## src/rtl/gray_defs.sv

```systemverilog
// Shared Gray-code definitions: default width and conversion helpers used by the
// encoder, the decoder side and the scoreboard. Helpers work on zero-extended 32-bit values.
package gray_defs;

    localparam int GRAY_W = 4;

    function automatic logic [31:0] bin_to_gray(input logic [31:0] v);
        return v ^ (v >> 1);
    endfunction

    // Each binary bit is the XOR of all Gray bits at and above it.
    function automatic logic [31:0] gray_to_bin(input logic [31:0] v);
        logic [31:0] b;
        b[31] = v[31];
        for (int i = 30; i >= 0; i--) begin
            b[i] = b[i+1] ^ v[i];
        end
        return b;
    endfunction

endpackage

```

## src/rtl/bin2gray.sv

```systemverilog
// Combinational binary-to-Gray map, placed ahead of the Gray output register.
module bin2gray #(
    parameter int W = 4
) (
    input  logic [W-1:0] i_bin,
    output logic [W-1:0] o_gray
);

    assign o_gray = i_bin ^ (i_bin >> 1);

endmodule

```

## src/rtl/gray_counter.sv

```systemverilog
// Up/down binary counter with registered Gray output, terminal-count flags and a wrap pulse.
// Gray is encoded from the next binary value, so bin and gray are always coherent.
module gray_counter
    import gray_defs::*;
#(
    parameter int W = GRAY_W
) (
    input  logic         clk,
    input  logic         rst,
    input  logic         en,
    input  logic         up,
    input  logic         load,
    input  logic [W-1:0] load_bin,
    output logic [W-1:0] gray,
    output logic [W-1:0] bin,
    output logic         at_max,
    output logic         at_min,
    output logic         wrap
);

    localparam logic [W-1:0] ONE   = {{(W-1){1'b0}}, 1'b1};
    localparam logic [W-1:0] ZERO  = '0;
    localparam logic [W-1:0] ALL1  = '1;

    logic [W-1:0] r_bin;
    logic [W-1:0] r_gray;
    logic         r_at_max;
    logic         r_at_min;
    logic         r_wrap;

    logic [W-1:0] w_bin_next;
    logic [W-1:0] w_gray_next;
    logic         w_wrap_next;

    // Load beats stepping; en/up are ignored while loading.
    always_comb begin
        w_bin_next  = r_bin;
        w_wrap_next = 1'b0;
        if (load) begin
            w_bin_next = load_bin;
        end else if (en && up) begin
            w_bin_next  = r_bin + ONE;
            w_wrap_next = (r_bin == ALL1);
        end else if (en) begin
            w_bin_next  = r_bin - ONE;
            w_wrap_next = (r_bin == ZERO);
        end
    end

    bin2gray #(
        .W(W)
    ) u_bin2gray (
        .i_bin (w_bin_next),
        .o_gray(w_gray_next)
    );

    always_ff @(posedge clk or posedge rst) begin
        if (rst) begin
            r_bin    <= '0;
            r_gray   <= '0;
            r_at_max <= 1'b0;
            r_at_min <= 1'b1;
            r_wrap   <= 1'b0;
        end else begin
            r_bin    <= w_bin_next;
            r_gray   <= w_gray_next;
            r_at_max <= (w_bin_next == ALL1);
            r_at_min <= (w_bin_next == ZERO);
            r_wrap   <= w_wrap_next;
        end
    end

    assign bin    = r_bin;
    assign gray   = r_gray;
    assign at_max = r_at_max;
    assign at_min = r_at_min;
    assign wrap   = r_wrap;

endmodule

```

## config.mk

```make
export PLATFORM = sky130hd
export DESIGN_NAME = gray_counter
export DESIGN_NICKNAME = d
export VERILOG_FILES = /design/src/rtl/gray_defs.sv /design/src/rtl/bin2gray.sv /design/src/rtl/gray_counter.sv
export SDC_FILE = /design/constraint.sdc
export NUM_CORES = 1
export LEC_CHECK = 0
export ABC_AREA = 0
export CAP_MARGIN = 10
export CORE_AREA = 4 4 41 43
export CTS_CLUSTER_DIAMETER = 120
export CTS_CLUSTER_SIZE = 30
export DETAILED_ROUTE_END_ITERATION = 8
export DIE_AREA = 0 0 45 47
export PLACE_DENSITY = 0.82
export SLEW_MARGIN = 20
export SYNTH_ARGS = -nofsm -noshare
export SYNTH_HDL_FRONTEND = slang
export SYNTH_SLANG_ARGS = --single-unit
```

## constraint.sdc

```tcl
create_clock -name clk -period 4.6 [get_ports clk]
set_input_delay 0.92 -clock clk [delete_from_list [all_inputs] [get_ports clk]]
set_output_delay 0.92 -clock clk [all_outputs]
set_load 0.1 [all_outputs]
```

Word level (Yosys, flattened, before mapping). Index checks and enable logic that the tools add are counted.

Register bits after elaboration: 11. Input port bits: 9. Output and inout port bits: 11. Word-level logic and storage cells: 19.

$add $sub $neg: 2. Equality and inequality tests: 2. Mux-type cells: 6. Bitwise gates (word level): 1. Reduce and logical (&&, ||, !) cells: 3.

Operators with widths (count): $mux 4 (3); $eq 4x4->1 const B (2); $logic_not 4->1 (2); $add 4x1->4 const B (1); $sub 4x1->4 const B (1); $xor 4x3->4 (1); $mux 1 (3); $logic_and 1x1->1 (1).

Logic depth before layout (Yosys ltp). Gate-level depths: netlist of the first run.

Word-level depth: 5. Depth in mapped cells: 8. Gate-level depth less buffers: 8.

Hierarchy. From an unflattened synthesis of the first run, not the netlist that was laid out.

Cell total of the unflattened synthesis: 47. Area, all modules: 545.5 sq um.

By module, submodules not included: gray_counter (instances 1, cells an instance 43, area each 511.7 sq um, sequential area each 276.5 sq um); bin2gray (instances 1, cells an instance 4, area each 33.8 sq um, sequential area each 0.0 sq um).

Worst setup path after synthesis of the first run. OpenSTA, ideal clock, no wires.

Path type: register to register. From: register r_bin[0], in the netlist bin[0]. To: register r_at_max, in the netlist at_max. Arrival time: 2376 ps. Required time: 4472 ps. Setup slack: 2096 ps. Stages on the path, launching flop included: 8. Path buffers: 0. Clock period less this slack: 2504 ps. Cell sequence: dfrtp_1 > inv_1 > ha_1 > mux2_2 > a211oi_1 > nor3_2 > ha_1 > nor3b_1.

Cells in the longest elaborated chain, start to end: 5. Elaborated cells between the ends (all ways): 6.

Ends and longest elaborated chain: from (decl) (line gray_counter.sv:25) `logic [W-1:0] r_bin;`; from (signal assigned) (line gray_counter.sv:65) `r_bin <= w_bin_next;`; $sub 4x1->4 (line gray_counter.sv:45) `w_bin_next = r_bin - ONE;`; $mux 4 (line gray_counter.sv:44) `end else if (en) begin`; $mux 4 * (line gray_counter.sv:41) `end else if (en && up) begin`; $mux 4 * (line gray_counter.sv:39) `if (load) begin`; $eq 4x4->1 * (line gray_counter.sv:67) `r_at_max <= (w_bin_next == ALL1);`; to (signal assigned) (line gray_counter.sv:67); to (decl) (line gray_counter.sv:27) `logic r_at_max;`.

Mark *: on every way between the ends. The rest lies on a longest branch, timed or not.

Final worst setup path of the first run.
From: register r_at_min, in the netlist at_min. To: output at_min.

RTL lines: from (decl) (line gray_counter.sv:28) `logic r_at_min;`; from (signal assigned) (line gray_counter.sv:68) `r_at_min <= (w_bin_next == ZERO);`; to (decl) (line gray_counter.sv:17) `output logic at_min,`.

No word-level cell between the ends.

==> flow_metrics.tcl, run 1 <==
set metrics [dict create \
    rsz0062_at_grt "false" \
    fin_worst_skew_ps 1.97 \
    place_hpwl_um 796 \
    syn-instance-count 50 \
    finalInstanceArea_um2 797 \
    final_layout_size_suffix_gt1_share_pct 15.5 \
    drc_errors 0 \
    cts-buffers-inserted 3 \
    fillers 108 \
    relSlewSlack_pct 35.1 \
    path_buf_inv 1 \
    hold_depth 2 \
    setup_viol 0 \
    worstSetupStartpointType "flop" \
    cts.clk_slew.worst_paths_ps 70 \
    die_w_um 45 \
    grt_antenna_before_repair 0 \
    cp-end-kind "output port" \
    area_growth_pct 41.6 \
    mappedNetlistArea_um2 563 \
    worstMarginPinSlew_ps 971 \
    cpPeakStageDelay_ps 1120 \
    multiInputGateArea_um2 278 \
    hp-class "reg2reg" \
    p_leak_nw 0.345 \
    track_usage_pct 10.6 \
    die_area_mm2 0.00212 \
    overflow 0 \
    synth_cell_type_count 27 \
    cts_resized 0 \
    port-buffer-count 19 \
    drt_pre_antenna_iters 4 \
    min_to "at_min" \
    fp.coreArea_mm2 0.00130 \
    drtAntennaViolNets 0 \
    cp.depth 1 \
    min_period_over_period_pct 61.2 \
    min_from "bin[3]" \
    placed_area_um2 761 \
    regToRegEndpoint "at_max" \
    clock_latency_ps 260 \
    criticalPathCategory "reg2out" \
    final_max_slew_viol_count 0 \
    finalWeightedCongestion 0.724 \
    fmax_ghz 0.355 \
    cp_top_family "buffers and inverters" \
    powerDensity_mw_per_mm2 490 \
    clockBufferDepth 2 \
    rows 13 \
    first_global_vias 393 \
    cp_cell_sequence "clkdlybuf4s50_1" \
    io_pins 20 \
    r2r_start "bin[1]" \
    ff2ff_path_depth 6 \
    antennaDiodeCount 0 \
    avgSynthCellArea_um2 11.3 \
    worstPathArrival_ps 1900 \
    ctsHoldBuffers 0 \
    register_area_um2 251 \
    drt_iter0_drc 3 \
    vias 428 \
    yosysWarnings 0 \
    cpMaxStageDelayCell "clkdlybuf4s50_1" \
    fin_tns_setup_ps 0 \
    yosys_register_bits 10 \
    syn-num-nets 64 \
    worstPathMaxFanout 1 \
    post_cts_buffers 0 \
    cap_violations 0 \
    cp.required_ps 3680 \
    grt_pass1_wl_mm 1.59 \
    final_cell_mix "clkdlybuf4s50_1 (19), dfrtp_1 (9), inv_1 (6)" \
    grt_max_degree 11 \
    ys_seq_area_share_pct 44.7 \
    holdWs_ps 736 \
    reg2reg_slack_ps 2640 \
    ir_worst_vdd_uv 220 \
    start_util_pct 43.3 \
    nets 86 \
    cts_htree_levels 1 \
    clock-root-buffer "clkbuf_4" \
    final_common_cell "clkdlybuf4s50_1" \
    detail_route.wl_per_cell_um 12.3 \
    cts_tree "done" \
    finalCriticalPeriod_ps 2820 \
    hold_viol_final 0 \
    die_y_um 47 \
    postRouteWirelength_mm 1.06 \
    cts.sinks 10 \
    avgViaCountPerCell 4.98 \
    status "finished clean" \
]
-- state kept, by name, summed over array words and instances, names as in the netlist --
register,count
bin,4
at_min,1
gray,3
wrap,1
at_max,1
-- layout make-up --
class,instances,area share [%]
clock buffers,4,4.55
repair buffers,19,23.9
well taps,15,2.35
flip-flops and latches,10,31.6
inverters,6,2.83
multi-input cells,32,34.9
-- power breakdown --
group          switching, mW  internal [mW]
Combinational          0.146         0.0518
Sequential            0.0108          0.102
Clock                 0.0313         0.0480
-- routing by layer --
metal	vias up	track usage, %	routed length (um)
met5	-	0	0
met4	0	5.26	0
met3	0	2.68	69
met2	14	17.2	509
met1	200	13.1	479
li1	214	-	-
-- cells in the mapped netlist --
cell type | count | area share (%)
inv_1 | 6 | 4.0
nor4b_1 | 1 | 1.6
xnor2_1 | 3 | 4.7
ha_1 | 5 | 11
o21a_1 | 1 | 1.3
nand3b_1 | 1 | 1.3
nor3_1 | 2 | 1.8
or4_1 | 1 | 1.3
nor3b_1 | 1 | 1.3
a41oi_1 | 1 | 1.6
a21oi_1 | 1 | 0.89
mux2_2 | 3 | 6.0
a211oi_1 | 1 | 1.3
mux2i_1 | 1 | 1.8
and4b_1 | 1 | 1.8
nor2_1 | 1 | 0.67
o21ai_0 | 2 | 1.8
xor2_2 | 1 | 2.9
nand4_1 | 1 | 1.1
clkbuf_1 | 1 | 0.67
dfstp_2 | 1 | 4.7
nand2_1 | 1 | 0.67
nor3_2 | 1 | 1.8
a21oi_2 | 1 | 1.6
buf_4 | 1 | 1.3
dfrtp_1 | 9 | 40
nor2b_1 | 1 | 1.1
-- worst max path at each step --
stage,from,to,slack (ps)
after CTS,at_min,at_min,1770
after floorplan,bin[0],at_max,2100
final,at_min,at_min,1780
after global routing,bin[3],gray[3],1730
after global placement,up,at_max,1600
after detailed placement,up,at_max,1590
-- cells by family after synthesis --
logic type / Yosys count / synth area share (%)
simple gates: 12 / 14.4
flops: 10 / 44.7
buf+inv: 8 / 6.00
compound gates: 7 / 8.45
fa+ha+maj: 5 / 11.1
xor+xnor: 4 / 7.56
mux: 4 / 7.78
-- metrics by stage --
stage	total power [mW]	util (%)	setup slack, ps	std cells
4_1_cts	0.394	61.3	1770	86
3_3_place_gp	0.313	58.5	1600	82
3_5_place_dp	0.314	58.5	1590	82
5_1_grt	0.406	61.3	1730	86
2_1_floorplan	0.267	-	2100	50
6_report	0.390	61.3	1780	86
(Power assumes the default switching activity.)
==> run 2, diff against run 1 <==
Settings changed: CORE_AREA 4 4 41 43 to 4 4 44 46, DIE_AREA 0 0 45 47 to 0 0 48 50, PLACE_DENSITY 0.82 to 0.75.
Clock period 4.6 ns to 2.5 ns, I/O delays scaled along.
==> run 2 against run 1 <==
First-iteration DRC count did not move. Non-clock buffer count up 2. Core utilization is 9.0 points lower. Worst hold slack lost 230 ps. Combinational power up 81%. Critical path type is now in2reg. Critical endpoint is now at_max.
==> flow_metrics.tcl, run 2 (same netlist as run 1, synthesis figures left out) <==
set metrics [dict create \
    post_cts_buffers 0 \
    first_global_vias 408 \
    cts_htree_levels 1 \
    drc_errors 0 \
    grt_antenna_before_repair 0 \
    clock-root-buffer "clkbuf_4" \
    vias 439 \
    relSlewSlack_pct 75.6 \
    cp-end-kind "flop" \
    die_y_um 50 \
    cpMaxStageDelayCell "or4_1" \
    placed_area_um2 751 \
    final_cell_mix "buf_4 (13), dfrtp_1 (8), clkdlybuf4s50_1 (8)" \
    rows 14 \
    drt_iter0_drc 3 \
    seqPwrFrac_pct 29.5 \
    final_layout_size_suffix_gt1_share_pct 34.2 \
    finalWeightedCongestion 0.714 \
    track_usage_pct 10.1 \
    worstMarginPinSlew_ps 366 \
    drtAntennaViolNets 0 \
    clockBufferDepth 2 \
    cp.required_ps 2640 \
    cpPeakStageDelay_ps 540 \
    drt_pre_antenna_iters 2 \
    port-buffer-count 19 \
    criticalPathCategory "in2reg" \
    io_pins 20 \
    largest_reg_flops 4 \
    detail_route.wl_per_cell_um 12.4 \
    overflow 0 \
    rsz0062_at_grt "false" \
    setup_viol 0 \
    worstPathMaxFanout 3 \
    cts-buffers-inserted 3 \
    switchingPower_mw 0.341 \
    cts.sinks 10 \
    fin_worst_skew_ps 2.78 \
    powerDensity_mw_per_mm2 898 \
    final_common_cell "buf_4" \
    cts_resized 0 \
    pwr-share-clk_pct 19.8 \
    antennaDiodeCount 0 \
    finalInstanceArea_um2 787 \
    p_int_mw 0.365 \
    combPwrFrac_pct 50.7 \
    cap_violations 0 \
    die_area_mm2 0.00240 \
    nets 88 \
    p_leak_nw 0.368 \
    postRouteWirelength_mm 1.10 \
    status "finished clean" \
    cp_cell_sequence "clkdlybuf4s50_1 > or4_1 > a21oi_2 > xor2_2 > mux2_2 > ha_1 > nor3b_1" \
    worstPathArrival_ps 2330 \
    clock_latency_ps 260 \
    fmax_ghz 0.456 \
    place_hpwl_um 889 \
    cts_tree "done" \
    avgViaCountPerCell 4.93 \
    switching_share_pct 48.3 \
    min_period_over_period_pct 87.8 \
    final_max_slew_viol_count 0 \
    ctsHoldBuffers 0 \
    worstSetupStartpointType "primary input" \
    die_w_um 48 \
    grt_pass1_wl_mm 1.74 \
    hold_viol_final 0 \
    ir_worst_vdd_uv 376 \
    start_util_pct 37.4 \
    fin_tns_setup_ps 0 \
    fp.coreArea_mm2 0.00151 \
    cts.clk_slew.worst_paths_ps 60 \
    hp-class "in2async" \
    finalCriticalPeriod_ps 2190 \
    area_growth_pct 39.8 \
    grt_max_degree 11 \
]
-- run 2: changes by cell type in the layout (fill, tap and decap cells not counted) --
cell	before	now
dfrtp_2	0	1
clkdlybuf4s50_1	19	8
dfrtp_1	9	8
buf_4	0	13
-- run 2: critical path, delay by kind of cell --
| family | cells | cell delay [ps] |
|---|---|---|
| AOI/OAI and AO/OA | 1 | 190 |
| buffers and inverters | 1 | 420 |
| xor gates and xnor gates | 1 | 100 |
| adders and majority gates | 1 | 190 |
| muxes | 1 | 270 |
| and+or+nand+nor | 2 | 670 |
-- run 2: power groups by stage --
stage	Clock (mW)	Sequential (mW)	Combinational (mW)
after floorplan	0	0.400	0.0905
after global placement	0	0.211	0.358
after detailed placement	0	0.212	0.362
after CTS	0.144	0.209	0.362
after global routing	0.152	0.212	0.376
final	0.140	0.209	0.358
-- run 2: final timing paths --
| check | startpoint | endpoint | slack, ps | cells after the start |
|---|---|---|---|---|
| worst max-delay path | up | at_max | 310 | 7 |
| worst min-delay path | rst | gray[0] | 510 | 2 |
| worst max register to register | bin[1] | at_max | 530 | 6 |
| worst min register to register | bin[0] | bin[0] | 730 | 4 |
| max in group asynchronous | rst | at_min | 1680 | 2 |
| min in group clk | bin[0] | bin[0] | 730 | 4 |
-- run 2: layout make-up --
| type | instances | area [um^2] |
|---|---|---|
| flip-flops and latches | 10 | 253 |
| inverters | 6 | 22.5 |
| well taps | 16 | 20.0 |
| multi-input cells | 32 | 278 |
| fillers | 150 | 719 |
| repair buffers | 21 | 178 |
| clock buffers | 4 | 36.3 |
-- run 2: metrics by stage --
stage / hold slack [ps] / setup WS (ps) / util, % / cells / total power, mW
floorplan: 339 / 31.8 / - / 50 / 0.491
global placement: 720 / 53.2 / 49.8 / 85 / 0.570
detailed placement: 715 / 17.3 / 49.8 / 85 / 0.573
CTS: 521 / 297 / 52.2 / 89 / 0.714
global route: 542 / 217 / 52.2 / 89 / 0.740
finish: 511 / 306 / 52.2 / 89 / 0.707
-- run 2: layer usage --
layer  share of wire (%)  track usage (%)
met5                   0                0
met4                0.91             2.69
met3                  12             4.36
met2                  45             15.0
met1                  42             13.0
==> run 3, diff against run 2 <==
Settings changed: CORE_AREA 4 4 44 46 to 5 5 45 47, DIE_AREA 0 0 48 50 to 0 0 50 52, MAX_ROUTING_LAYER from default to met4.
==> run 3 against run 2 <==
Sequential share of layout area up 0.36 points. Highest routed layer unchanged. Maximum frequency about the same. Sequential power about the same. Critical endpoint unchanged. Clock skew up 5.2 ps. Largest power group unchanged. Worst hold slack worse by 2.4 ps. Non-clock buffer count unchanged. Worst setup slack worse by 2.2 ps. Core utilization down 4.0 points. Sequential cell count unchanged. Power down 3.0%. First-iteration DRC count unchanged.
==> flow_metrics.tcl, run 3 (same netlist as run 1, synthesis figures left out) <==
set metrics [dict create \
    nets 88 \
    place_hpwl_um 933 \
    cp_top_family "simple AND/OR/NAND/NOR gates" \
    start_util_pct 34.9 \
    cts-buffers-inserted 3 \
    worstSetupStartpointType "primary input" \
    cts_tree "done" \
    worstPathArrival_ps 2330 \
    avgViaCountPerCell 4.93 \
    fmax_ghz 0.455 \
    cts.sinks 10 \
    hp-class "in2async" \
    fillers 160 \
    final_max_slew_viol_count 0 \
    final_cell_mix "buf_4 (13), dfrtp_1 (8), clkdlybuf4s50_1 (8)" \
    area_growth_pct 38.2 \
    finalWeightedCongestion 0.756 \
    final_common_cell "buf_4" \
    multiInputGateArea_um2 278 \
    drc_errors 0 \
    final_util_pct 48.2 \
    cpPeakStageDelay_ps 540 \
    fin_tns_setup_ps 0 \
    final_layout_size_suffix_gt1_share_pct 32.9 \
    rsz0062_at_grt "false" \
    fin_cells 90 \
    cp_cell_sequence "clkdlybuf4s50_1 > or4_1 > a21oi_2 > xor2_2 > mux2_2 > ha_1 > nor3b_1" \
    antennaDiodeCount 0 \
    grt_max_degree 11 \
    detail_route.wl_per_cell_um 13.2 \
    relSlewSlack_pct 73.5 \
    clockBufferDepth 2 \
    grt_pass1_wl_mm 2.00 \
    finalCriticalPeriod_ps 2200 \
    setup_viol 0 \
    finalInstanceArea_um2 778 \
    clock-root-buffer "clkbuf_4" \
    powerDensity_mw_per_mm2 881 \
    cts_htree_levels 1 \
    post_cts_buffers 0 \
    worstMarginPinSlew_ps 397 \
    overflow 0 \
    regToRegEndpoint "at_max" \
    dp_cells 86 \
    reg2reg_slack_ps 510 \
    ctsHoldBuffers 0 \
    cp-end-kind "flop" \
    cp.required_ps 2640 \
    rows 15 \
    vias 444 \
    setup_ws_ps 303 \
    min_period_over_period_pct 87.9 \
    path_buf_inv 1 \
    ir_worst_vdd_uv 296 \
    grt_antenna_before_repair 0 \
    ff2ff_path_depth 6 \
    clock_latency_ps 270 \
    drt_iter0_drc 3 \
    postRouteWirelength_mm 1.19 \
    p_leak_nw 0.362 \
    hold_viol_final 0 \
    die_y_um 52 \
    largest_reg_flops 4 \
    placed_area_um2 752 \
    fin_worst_skew_ps 7.95 \
    io_pins 20 \
    cts_resized 0 \
    fin_total_pwr_mw 0.686 \
    cts.clk_slew.worst_paths_ps 70 \
    cap_violations 0 \
    port-buffer-count 19 \
    post-place-ws_ps 25.8 \
    register_area_um2 253 \
    holdWs_ps 509 \
    criticalPathCategory "in2reg" \
    fp.coreArea_mm2 0.00161 \
    cpMaxStageDelayCell "or4_1" \
    drtAntennaViolNets 0 \
    die_area_mm2 0.00260 \
    worstPathMaxFanout 3 \
    track_usage_pct 10.6 \
    first_global_vias 432 \
    status "finished clean" \
    r2r_start "bin[1]" \
    die_w_um 50 \
    drt_pre_antenna_iters 3 \
]
-- run 3: cell count changes in the layout (fill, tap and decap cells not counted) --
cell	delta
clkbuf_1	+1
clkbuf_8	-1
-- run 3: layer usage --
layer | wire length (um) | share of wire [%] | up-vias | global-route usage, %
met2 | 554 | 47 | 15 | 15.3
met1 | 523 | 44 | 206 | 12.8
li1 | - | - | 221 | -
met3 | 100 | 8.4 | 2 | 3.15
met5 | 0 | 0 | - | -
met4 | 11 | 0.92 | 0 | 6.55
-- run 3: layout make-up --
| cell class | count | share of cell area (%) |
|---|---|---|
| tap | 17 | 2.73 |
| multi-input combinational | 32 | 35.7 |
| clock buffer | 4 | 3.38 |
| timing repair buffer | 21 | 22.8 |
| sequential | 10 | 32.5 |
| inverter | 6 | 2.89 |
-- run 3: power by group --
group	leakage, nW	switching, mW	internal, mW
logic	0.228	0.271	0.0886
clock network	0.0150	0.0539	0.0616
registers	0.119	0.0217	0.189
-- run 3: worst max-delay path by stage --
stage	start	end	slack, ps	cells past startpoint
3_3_place_gp	up	at_max	50	7
5_1_grt	up	at_max	230	7
3_5_place_dp	up	at_max	30	7
4_1_cts	up	at_max	290	7
6_report	up	at_max	300	7
2_1_floorplan	bin[1]	at_max	30	7
